$ cat src/rtl/mandel_job_dispatch.sv
// One-entry job buffer that issues each accepted job to the next free engine in
// round-robin order, tagging the chosen engine on o_select for the gather side.
module mandel_job_dispatch #(
  parameter int DATA_WIDTH   = 12,
  parameter int NUM_ENGINES  = 15,
  parameter int SELECT_WIDTH = 4
) (
  input  logic                    clk,
  input  logic                    reset_n,
  input  logic                    i_valid,
  output logic                    o_ready,
  input  logic [DATA_WIDTH-1:0]   i_data,
  input  logic [NUM_ENGINES-1:0]  i_busy,
  output logic [NUM_ENGINES-1:0]  o_start,
  output logic [DATA_WIDTH-1:0]   o_data,
  output logic [SELECT_WIDTH-1:0] o_select,
  output logic                    o_idle
);

  typedef enum logic {EMPTY, FULL} state_t;

  state_t                  state_reg, state_next;
  logic [DATA_WIDTH-1:0]   buf_reg, buf_next;
  logic [DATA_WIDTH-1:0]   data_reg, data_next;
  logic [NUM_ENGINES-1:0]  start_reg, start_next;
  logic [SELECT_WIDTH-1:0] sel_reg, sel_next;
  logic [SELECT_WIDTH-1:0] ptr_reg, ptr_next;

  logic [NUM_ENGINES-1:0]  free;
  logic                    found;
  logic [SELECT_WIDTH-1:0] pick;

  // An engine just pulsed has not raised i_busy yet, so its start bit masks it too.
  generate
    for (genvar gi = 0; gi < NUM_ENGINES; gi++) begin : g_free
      assign free[gi] = !i_busy[gi] && !start_reg[gi];
    end
  endgenerate

  // Round-robin: engines above ptr first, then wrap to 0..ptr.
  always_comb begin
    found = 1'b0;
    pick  = '0;
    for (int k = 0; k < NUM_ENGINES; k++) begin
      if (!found && free[k] && (k > int'(ptr_reg))) begin
        found = 1'b1;
        pick  = SELECT_WIDTH'(k);
      end
    end
    for (int k = 0; k < NUM_ENGINES; k++) begin
      if (!found && free[k] && (k <= int'(ptr_reg))) begin
        found = 1'b1;
        pick  = SELECT_WIDTH'(k);
      end
    end
  end

  always_ff @(posedge clk or negedge reset_n) begin
    if (!reset_n) begin
      state_reg <= EMPTY;
      buf_reg   <= '0;
      data_reg  <= '0;
      start_reg <= '0;
      sel_reg   <= '0;
      ptr_reg   <= SELECT_WIDTH'(NUM_ENGINES - 1);
    end else begin
      state_reg <= state_next;
      buf_reg   <= buf_next;
      data_reg  <= data_next;
      start_reg <= start_next;
      sel_reg   <= sel_next;
      ptr_reg   <= ptr_next;
    end
  end

  always_comb begin
    state_next = state_reg;
    buf_next   = buf_reg;
    data_next  = data_reg;
    start_next = '0;
    sel_next   = sel_reg;
    ptr_next   = ptr_reg;
    case (state_reg)
      EMPTY: begin
        if (i_valid) begin
          buf_next   = i_data;
          state_next = FULL;
        end
      end
      FULL: begin
        if (found) begin
          start_next = NUM_ENGINES'(1) << pick;
          data_next  = buf_reg;
          sel_next   = pick;
          ptr_next   = pick;
          state_next = EMPTY;
        end
      end
      default: state_next = EMPTY;
    endcase
  end

  always_comb begin
    o_ready  = (state_reg == EMPTY);
    o_start  = start_reg;
    o_data   = data_reg;
    o_select = sel_reg;
    o_idle   = (state_reg == EMPTY) && (i_busy == '0) && (start_reg == '0);
  end

endmodule

$ cat config.mk
export PLATFORM = sky130hd
export DESIGN_NAME = mandel_job_dispatch
export DESIGN_NICKNAME = d
export VERILOG_FILES = /design/src/rtl/mandel_job_dispatch.sv
export SDC_FILE = /design/constraint.sdc
export NUM_CORES = 1
export LEC_CHECK = 0
export ABC_AREA = 1
export CORE_ASPECT_RATIO = 2
export CORE_MARGIN = 2
export CORE_UTILIZATION = 46
export CTS_BUF_LIST = sky130_fd_sc_hd__clkbuf_4 sky130_fd_sc_hd__clkbuf_8
export CTS_CLUSTER_DIAMETER = 30
export DETAILED_ROUTE_END_ITERATION = 6
export GPL_TIMING_DRIVEN = 0
export HOLD_SLACK_MARGIN = 0.08
export PLACE_DENSITY = 0.79
export SYNTH_ARGS = -nofsm -noshare
export SYNTH_HDL_FRONTEND = slang
export SYNTH_SLANG_ARGS = --single-unit
$ cat constraint.sdc
create_clock -name clk -period 2.8 [get_ports clk]
set_input_delay 0.56 -clock clk [delete_from_list [all_inputs] [get_ports clk]]
set_output_delay 0.56 -clock clk [all_outputs]
set_load 0.005 [all_outputs]
==> results of run 1 <==
[cells by family after synthesis]
logic type / Yosys count / synth area share
AO/OA/AOI/OAI: 41 / 0.105
buffers and inverters: 55 / 0.0928
flip-flops: 47 / 0.470
multiplexers: 5 / 0.0224
AND/OR/NAND/NOR: 167 / 0.310
[power by group]
| part | total [mW] | internal [mW] | switching, mW | leakage, nW |
|---|---|---|---|---|
| combinational | 1.67 | 0.728 | 0.938 | 1.22 |
| sequential | 0.975 | 0.833 | 0.142 | 0.584 |
| clock | 0.482 | 0.261 | 0.222 | 0.0502 |
[cells in the mapped netlist]
library cell	instances	area [um2]
nand3_1	18	90.1
o2111ai_1	2	17.5
a41oi_1	1	8.76
nor2_2	6	37.5
o21bai_1	1	7.51
buf_4	1	7.51
buf_6	3	33.8
o21ai_2	4	35.0
nor4_1	1	6.26
o21ai_0	2	10.0
o21a_1	1	7.51
nand2_1	50	188
o31ai_1	1	7.51
dfrtp_1	44	1100
o311ai_1	1	8.76
nand4_2	2	25.0
inv_1	49	184
a21oi_1	16	80.1
nand3b_1	1	7.51
o211ai_1	2	15.0
nor3_1	1	5.00
a31oi_1	1	6.26
nand2_2	5	31.3
o21ai_4	1	16.3
mux2_2	5	56.3
a211oi_1	1	7.51
nand4_1	20	125
clkbuf_1	2	7.51
nor2_4	1	11.3
dfstp_2	3	78.8
nor2_1	61	229
nand4_4	1	21.3
o21ai_1	7	35.0
[final cells by class]
type | instances | area share
clock inverters | 2 | 0.00958
repair buffers | 101 | 0.244
well taps | 60 | 0.0192
flip-flops and latches | 47 | 0.301
multi-input cells | 214 | 0.347
plain buffers | 6 | 0.0144
inverters | 49 | 0.0469
clock buffers | 5 | 0.0176
[through the flow]
step	cell area (um2)	setup TNS [ns]	utilization	setup slack (ns)	hold slack (ns)
2_1_floorplan	2530	0	-	0.000727	0.264
3_3_place_gp	3230	-29.11	0.606	-0.848	0.445
3_5_place_dp	3240	-29.69	0.609	-0.916	0.466
4_1_cts	3650	-11.33	0.686	-0.351	0.211
5_1_grt	3920	-19.14	0.736	-0.628	0.241
6_report	3920	-12.80	0.736	-0.451	0.210
[per-layer routing]
layer  share of wire  GRT usage  up-vias
li1                -          -     1247
met1            0.40      0.299     1325
met2            0.52      0.425      117
met3           0.056     0.0455       24
met4           0.025     0.0918        0
met5               0          0        -
[worst max path at each step]
stage | from | to | slack (ns) | cells after the start
2_1_floorplan | ptr_reg[2] | o_data[0] | 0.0007 | 16
3_3_place_gp | i_busy[4] | o_start[1] | -0.85 | 20
3_5_place_dp | i_busy[4] | o_start[6] | -0.92 | 20
4_1_cts | ptr_reg[1] | o_data[0] | -0.35 | 18
5_1_grt | ptr_reg[1] | o_start[2] | -0.63 | 18
6_report | ptr_reg[1] | ptr_reg[2] | -0.45 | 19
[worst max-delay path, cell delays in order, from the launching register on]
cell	delay [ns]
dfstp_2	0.60
inv_2	0.08
o211ai_1	0.37
nand4_1	0.18
nor2_2	0.13
nand4_1	0.12
buf_4	0.17
buf_4	0.12
buf_4	0.12
buf_4	0.13
nor3_1	0.21
nor2_1	0.09
nand3b_1	0.09
inv_1	0.04
nand4_1	0.17
inv_1	0.11
nand2_2	0.16
buf_4	0.15
nand2_4	0.05
o21ai_1	0.08
[timing repair]
| item | CTS | global route |
|---|---|---|
| endpoints found under the hold margin | 0 | 0 |
| pin swaps | 16 | 23 |
| gates cloned | 1 | 3 |
| setup endpoints to repair | 36 | 36 |
| resized for setup | 49 | 43 |
| setup buffers | 26 | 14 |
==> run_results.csv, run 1 <==
group,metric,value,unit
clock_tree,cts_tree,"built",
yosys,ys_seq_area_frac,0.470,
final_layout,layout-drive-gt1-share,0.337,
final_layout,seqCellArea,0.00118,mm2
yosys,syn-mean-instance-area,7.96,um2
final_layout,fin_cells,484,
sta,worst-slew-pin-transition,0.509,ns
clock_tree,clock_sinks,47,
floorplan,die_area,0.00610,mm2
critical_path,cp-start-kind,"flop",
floorplan,coreArea,0.00533,mm2
placed_design,numPlacedInstances,438,
drt,drt-wirelength-per-cell,16.1,um
critical_path,rr_startpoint,"ptr_reg[1]",
final_layout,antenna_cells,0,
final_layout,syn2layout_area_growth,56.3,%
sta,rsz0062_at_grt,"true",
sta,layout_setup_ws,-0.451,ns
global_routing,grt_antenna_before_repair,0,
final_layout,multi_input_area,0.00136,mm2
critical_path,r2r_end,"ptr_reg[2]",
drt,via_count,2713,
placed_design,gp_congestion,0.965,
global_routing,grt_max_degree,29,
yosys,ys_types,33,
global_routing,grt_usage,0.245,
pwr,power_leakage,1.85,nW
drt,route.detailed.drc,0,
critical_path,cp_max_fo,6,
placed_design,hpwlAfterDp,5070,um
sta,fmax,0.308,GHz
yosys,synth_area,0.00251,mm2
floorplan,die_h,108,um
pwr,power.density,797,mW/mm2
global_routing,grt_pass1_vias,2603,
final_layout,layout_commonest_cell,"clkdlybuf4s50_1",
floorplan,io-pin-count,63,
clock_tree,htreeDepth,2,
pwr,power,3.12,mW
final_layout,layout.nets,454,
drt,drt_iter0_markers,142,
final_layout,largest_register_ffs,15,
clock_tree,cts_hold_buf,0,
critical_path,worst_setup_path_end_kind,"flop",
floorplan,rows,38,
floorplan,start_util,0.471,
drt,drt-total-wl,7780,um
outcome,outcome,"finished with violations",
sta,setup_viol,35,
global_routing,grt_pass1_wl,11900,um
yosys,ys.warnings.count,0,
critical_path,required,3.03,ns
critical_path,regToRegSetupSlack,-0.45,ns
clock_tree,clkTransAtPathRegs,0.08,ns
run,cap_violations,0,
global_routing,grt_overflow_total,0,
yosys,ys_ff_latch,47,
sta,fin_skew,0.0105,ns
clock_tree,insertion_delay,0.30,ns
clock_tree,cts.path.max_buffers,2,
hold_path,hp-class,"in2async",
pwr,ir_worst_vdd,0.567,mV
clock_tree,cts_buffers,5,
yosys,synth_fp_nets,345,
yosys,netlist_instances,315,
floorplan,die_x,56.2,um
placed_design,io_buffer_count,62,
critical_path,reg2reg_depth,19,
outcome,violations,"setup timing",
critical_path,crit_arrival,3.48,ns
sta,report.final.slew_viol_count,0,
drt,vias_per_cell,5.61,
sta,slew_headroom,0.661,
drt,antenna_left,0,
final_layout,final_cell_mix,"55 x clkdlybuf4s50_1, 44 x dfrtp_1, 43 x inv_1, 38 x nor2_1, 34 x buf_4",
clock_tree,root_buffer,"clkbuf_8",
final_layout,nFillCells,388,
sta,period_needed,3.25,ns
sta,min_period_over_period,1.16,
drt,first_pass_iters,4,
sta,hold_viol,0,
critical_path,criticalPathCategory,"reg2reg",
Power figures use the tool's default switching activity.
==> run 2, diff against run 1 <==
--- a/config.mk
+++ b/config.mk
@@ -14,7 +14,7 @@
 export DETAILED_ROUTE_END_ITERATION = 6
 export GPL_TIMING_DRIVEN = 0
 export HOLD_SLACK_MARGIN = 0.08
-export PLACE_DENSITY = 0.79
+export PLACE_DENSITY = 0.84
 export SYNTH_ARGS = -nofsm -noshare
 export SYNTH_HDL_FRONTEND = slang
 export SYNTH_SLANG_ARGS = --single-unit
==> run_results.csv, run 2 (synthesis results as in run 1) <==
group,metric,value,unit
clock_tree,cts_tree,"built",
global_routing,grt_pass1_wl,12900,um
placed_design,hpwlAfterDp,5150,um
global_routing,grt_antenna_before_repair,0,
critical_path,cp_top_family,"simple AND/OR/NAND/NOR gates",
final_layout,seqCellArea,0.00118,mm2
critical_path,cp-start-kind,"input port",
run,cap_violations,0,
critical_path,critPathSlowestCell,"dlygate4sd2_1",
clock_tree,clock_sinks,47,
critical_path,required,3.03,ns
floorplan,coreArea,0.00533,mm2
placed_design,io_buffer_count,62,
drt,antenna_left,0,
critical_path,worst_setup_path_end_kind,"flop",
outcome,outcome,"finished with violations",
floorplan,rows,38,
critical_path,regToRegSetupSlack,-0.42,ns
sta,report.final.slew_viol_count,0,
floorplan,die_h,108,um
pwr,power_leakage,1.84,nW
critical_path,crit_top_cell,"buf_4",
critical_path,cp_max_fo,5,
sta,setup_viol,35,
final_layout,layout.nets,460,
floorplan,die_x,56.2,um
pwr,ir_worst_vdd,0.576,mV
pwr,switching_power,1.37,mW
final_layout,final_cell_mix,"55 x clkdlybuf4s50_1, 44 x dfrtp_1, 43 x inv_1, 41 x nand2_1, 40 x buf_4",
sta,rsz0062_at_grt,"true",
sta,worst-slew-pin-transition,0.528,ns
final_layout,fin_cells,491,
sta,fmax,0.310,GHz
global_routing,grt_overflow_total,0,
floorplan,start_util,0.471,
critical_path,criticalPathCategory,"in2reg",
drt,vias_per_cell,5.45,
final_layout,syn2layout_area_growth,55.4,%
pwr,p_int,1.84,mW
drt,drt_iter0_markers,112,
outcome,violations,"setup timing",
sta,fin_skew,0.0142,ns
placed_design,gp_congestion,0.942,
final_layout,antenna_cells,0,
critical_path,cpPeakStageDelay,0.26,ns
clock_tree,cts_buffers,5,
final_layout,largest_register_ffs,15,
hold_path,hp-class,"in2async",
clock_tree,clkTransAtPathRegs,0.09,ns
clock_tree,htreeDepth,2,
critical_path,worstPathCellList,"dlygate4sd2_1 > nor2_4 > nand3_2 > nand4_1 > buf_4 > buf_4 > buf_4 > buf_4 > buf_4 > buf_4 > buf_4 > o2111ai_1 > a21oi_1 > o31ai_1 > a21oi_1 > o21a_1 > nand4_1 > nor2_1 > nand2_1 > inv_1 > nand2_2 > inv_4 > nand3_1 > nor2_2",
pwr,power.density,822,mW/mm2
pwr,clockPowerShare,0.127,
floorplan,io-pin-count,63,
pwr,seqPwrFrac,0.298,
final_layout,finish.utilization,0.732,
pwr,pwr-share-comb,0.575,
sta,layout_setup_ws,-0.430,ns
placed_design,numPlacedInstances,438,
clock_tree,cts.path.max_buffers,2,
drt,drt-total-wl,8030,um
final_layout,layout-drive-gt1-share,0.341,
drt,route.detailed.drc,0,
sta,period_needed,3.23,ns
critical_path,cp.buffers_inverters,10,
drt,first_pass_iters,4,
sta,min_period_over_period,1.15,
final_layout,layout_commonest_cell,"clkdlybuf4s50_1",
sta,slew_headroom,0.648,
critical_path,crit_arrival,3.46,ns
global_routing,grt_usage,0.270,
placed_design,place_ws,-0.889,ns
global_routing,grt_pass1_vias,2763,
sta,hold_viol,0,
global_routing,grt_max_degree,33,
drt,drt-wirelength-per-cell,16.4,um
clock_tree,root_buffer,"clkbuf_8",
final_layout,multi_input_area,0.00133,mm2
floorplan,die_area,0.00610,mm2
final_layout,nFillCells,372,
clock_tree,insertion_delay,0.30,ns
drt,via_count,2678,
pwr,p_sw_frac,0.427,
## run 2: cell types whose count changed in the layout (fill, tap and decap cells not counted), sizes merged
| cell | before | now |
|---|---|---|
| buf | 43 | 51 |
| bufinv | 1 | 0 |
| clkinv | 0 | 1 |
| nand2 | 56 | 55 |
## run 2: area by class of cell
cell class	count	area share
Timing Repair Buffer	108	0.254
Clock buffer	6	0.0196
Inverter	49	0.0478
Sequential cell	47	0.303
Multi-Input combinational cell	213	0.341
Tap cell	60	0.0193
Clock inverter	2	0.00321
Buffer	6	0.0125
## run 2: power by group through the flow
| stage | sequential [mW] | combinational (mW) | clock (mW) |
|---|---|---|---|
| 4_1_cts | 0.945 | 1.64 | 0.406 |
| 3_3_place_gp | 0.947 | 1.22 | 0 |
| 6_report | 0.954 | 1.84 | 0.407 |
| 5_1_grt | 0.971 | 2.00 | 0.432 |
| 2_1_floorplan | 0.937 | 0.788 | 0 |
| 3_5_place_dp | 0.947 | 1.25 | 0 |
## run 2: final timing paths
path,to,start,cells past startpoint
worst max-delay path,o_start[0],i_busy[1],24
worst min-delay path,o_data[7],reset_n,1
worst max register to register,o_start[0],o_select[0],23
worst min register to register,o_data[9],buf_reg[9],2
max in group asynchronous,o_start[13],reset_n,2
min in group clk,o_data[9],buf_reg[9],2
## run 2: worst register-to-register path, cell delays in order (launching register included)
cell	delay, ns
dfrtp_1	0.48
nor2_2	0.21
nand3_2	0.11
nand4_1	0.15
buf_4	0.13
buf_4	0.09
buf_4	0.09
buf_4	0.09
buf_4	0.09
buf_4	0.08
buf_4	0.08
o2111ai_1	0.14
a21oi_1	0.15
o31ai_1	0.09
a21oi_1	0.13
o21a_1	0.15
nand4_1	0.11
nor2_1	0.13
nand2_1	0.09
inv_1	0.08
nand2_2	0.11
inv_4	0.12
nand3_1	0.12
nor2_2	0.13
## run 2: metal layers
| metal | part of all wire | GRT usage | wire [um] | vias to the layer above |
|---|---|---|---|---|
| met5 | 0 | 0 | 0 | - |
| met4 | 0.032 | 0.107 | 254 | 0 |
| met3 | 0.065 | 0.0490 | 518 | 29 |
| met2 | 0.52 | 0.465 | 4170 | 125 |
| met1 | 0.38 | 0.330 | 3080 | 1264 |
| li1 | - | - | - | 1260 |
## run 2: what timing repair did
item | 4_1_cts | 5_1_grt
resized for setup | 59 | 24
setup endpoints to repair | 36 | 36
pin swaps | 17 | 21
cloned | 3 | 0
hold buffers | 0 | 0
hold endpoints to repair | 0 | 0
buffers inserted | 37 | 5
## run 2: metrics by stage
stage          hold WS, ns  power [mW]  TNS (ns)  instance area (um2)
2_1_floorplan        0.264        1.72         0                 2530
3_3_place_gp         0.448        2.16    -26.56                 3230
3_5_place_dp         0.462        2.19    -29.63                 3240
4_1_cts              0.175        2.99    -10.23                 3790
5_1_grt              0.189        3.41    -19.91                 3900
6_report             0.175        3.21    -11.39                 3900
==> run 3, diff against run 2 <==
--- a/config.mk
+++ b/config.mk
@@ -6,15 +6,18 @@
 export NUM_CORES = 1
 export LEC_CHECK = 0
 export ABC_AREA = 1
+export ABC_CLOCK_PERIOD_IN_PS = 2800
+export CELL_PAD_IN_SITES_DETAIL_PLACEMENT = 1
+export CELL_PAD_IN_SITES_GLOBAL_PLACEMENT = 2
 export CORE_ASPECT_RATIO = 2
 export CORE_MARGIN = 2
-export CORE_UTILIZATION = 46
+export CORE_UTILIZATION = 26
 export CTS_BUF_LIST = sky130_fd_sc_hd__clkbuf_4 sky130_fd_sc_hd__clkbuf_8
 export CTS_CLUSTER_DIAMETER = 30
 export DETAILED_ROUTE_END_ITERATION = 6
 export GPL_TIMING_DRIVEN = 0
 export HOLD_SLACK_MARGIN = 0.08
-export PLACE_DENSITY = 0.84
+export PLACE_DENSITY = 0.83
 export SYNTH_ARGS = -nofsm -noshare
 export SYNTH_HDL_FRONTEND = slang
 export SYNTH_SLANG_ARGS = --single-unit
==> run_results.csv, run 3 (synthesis results as in run 1) <==
group,metric,value,unit
clock_tree,root_buffer,"clkbuf_8",
sta,hold_viol,0,
final_layout,layout_commonest_cell,"clkdlybuf4s50_1",
sta,report.final.slew_viol_count,0,
final_layout,layout.nets,448,
sta,setup_viol,35,
pwr,power.density,794,mW/mm2
outcome,violations,"setup timing",
placed_design,io_buffer_count,62,
global_routing,grt_overflow_total,0,
final_layout,antenna_cells,0,
floorplan,die_x,73.5,um
sta,period_needed,3.25,ns
hold_path,hp-class,"in2async",
floorplan,die_h,143,um
sta,fin_skew,0.00457,ns
drt,drt_iter0_markers,83,
placed_design,placedInstanceArea,0.00330,mm2
final_layout,final_cell_mix,"55 x clkdlybuf4s50_1, 45 x inv_1, 44 x dfrtp_1, 41 x nand2_1, 37 x nor2_1",
floorplan,start_util,0.267,
clock_tree,cts.path.max_buffers,2,
placed_design,hpwlAfterDp,6690,um
outcome,outcome,"finished with violations",
sta,rsz0062_at_grt,"true",
drt,drt-total-wl,8990,um
clock_tree,htreeDepth,2,
sta,layout_setup_ws,-0.446,ns
sta,slew_headroom,0.622,
drt,vias_per_cell,4.96,
final_layout,fin_cells,523,
sta,setup_tns,-14.20,ns
critical_path,criticalPathCategory,"reg2reg",
floorplan,io-pin-count,63,
clock_tree,clkTransAtPathRegs,0.09,ns
floorplan,rows,50,
global_routing,grt_usage,0.177,
final_layout,largest_register_ffs,15,
floorplan,coreArea,0.00938,mm2
final_layout,finish.utilization,0.417,
drt,via_count,2594,
critical_path,worst_setup_path_end_kind,"flop",
critical_path,cp-start-kind,"flop",
clock_tree,cts_buffers,5,
placed_design,place_ws,-1.10,ns
floorplan,die_area,0.0105,mm2
critical_path,crit_arrival,3.45,ns
critical_path,required,3.00,ns
critical_path,cp_max_fo,5,
sta,holdWs,0.0959,ns
final_layout,layout-drive-gt1-share,0.291,
pwr,ir_worst_vdd,0.367,mV
drt,first_pass_iters,5,
placed_design,numPlacedInstances,482,
clock_tree,cts_hold_buf,0,
global_routing,grt_max_degree,40,
drt,route.detailed.drc,0,
placed_design,gp_congestion,0.909,
drt,drt-wirelength-per-cell,17.2,um
pwr,power,3.11,mW
final_layout,fin_area,0.00391,mm2
global_routing,grt_pass1_vias,2798,
final_layout,syn2layout_area_growth,56.0,%
clock_tree,clock_sinks,47,
drt,antenna_left,0,
critical_path,worstPathCellList,"inv_2 > nand3_2 > nand4_1 > nor2_2 > nand4_1 > nor2_2 > nand4_1 > nor2_1 > nand4_1 > nor2_4 > nand4_4 > nor2_4 > nand4_4 > nor2_4 > nand4_4 > nor2_4 > nor2_4 > buf_6 > nand2_2 > nand2_1",
sta,fmax,0.308,GHz
global_routing,grt_antenna_before_repair,0,
critical_path,critPathSlowestCell,"dfstp_2",
run,cap_violations,0,
critical_path,crit_top_cell,"nor2_4",
critical_path,cpPeakStageDelay,0.59,ns
sta,worst-slew-pin-transition,0.566,ns
clock_tree,cts_tree,"built",
global_routing,grt_pass1_wl,13900,um
clock_tree,insertion_delay,0.31,ns
sta,min_period_over_period,1.16,
pwr,power_leakage,1.82,nW
## run 3: path summary, 6_finish.rpt
kind / start / end / slack [ns] / depth (start not counted)
min: reset_n / o_start[5] / 0.1 / 1
min reg2reg: buf_reg[10] / o_data[10] / 0.47 / 2
max: ptr_reg[1] / o_select[1] / -0.45 / 20
max reg2reg: ptr_reg[1] / o_select[1] / -0.45 / 20
min in group clk: buf_reg[10] / o_data[10] / 0.47 / 2
max in group asynchronous: reset_n / ptr_reg[3] / 2.16 / 2
## run 3: where the power goes
| part | leakage (nW) | total [mW] | internal (mW) | switching [mW] |
|---|---|---|---|---|
| clock network | 0.0505 | 0.460 | 0.225 | 0.235 |
| logic | 1.18 | 1.70 | 0.724 | 0.975 |
| registers | 0.584 | 0.951 | 0.832 | 0.118 |
## run 3: metal layers
metal / up-vias / global-route usage / wire length [um]
met5: - / 0 / 0
met4: 0 / 0.116 / 541
met3: 25 / 0.0247 / 215
met2: 71 / 0.336 / 5220
met1: 1267 / 0.165 / 3020
li1: 1231 / - / -
## run 3: timing repair
| action | CTS | global route |
|---|---|---|
| gates resized for setup | 52 | 25 |
| buffers inserted | 24 | 5 |
| cloned | 2 | 2 |
| pin swaps | 18 | 17 |
| setup endpoints to repair | 36 | 36 |
| endpoints found under the hold margin | 0 | 0 |
## run 3: area by class of cell
cell class / instances / area [um2]
buffer: 6 / 52.6
clock buffer: 7 / 96.3
clock inverter: 1 / 7.51
fill: 1093 / 5470
inverter: 49 / 184
multi-input combinational: 214 / 1350
sequential: 47 / 1180
tap: 104 / 130
timing repair buffer: 95 / 913
## run 3: critical path, delay by kind of cell, from the launching register on
kind / cells / cell delay, ns
flops: 1 / 0.59
buf+inv: 2 / 0.23
simple gates: 18 / 2.30
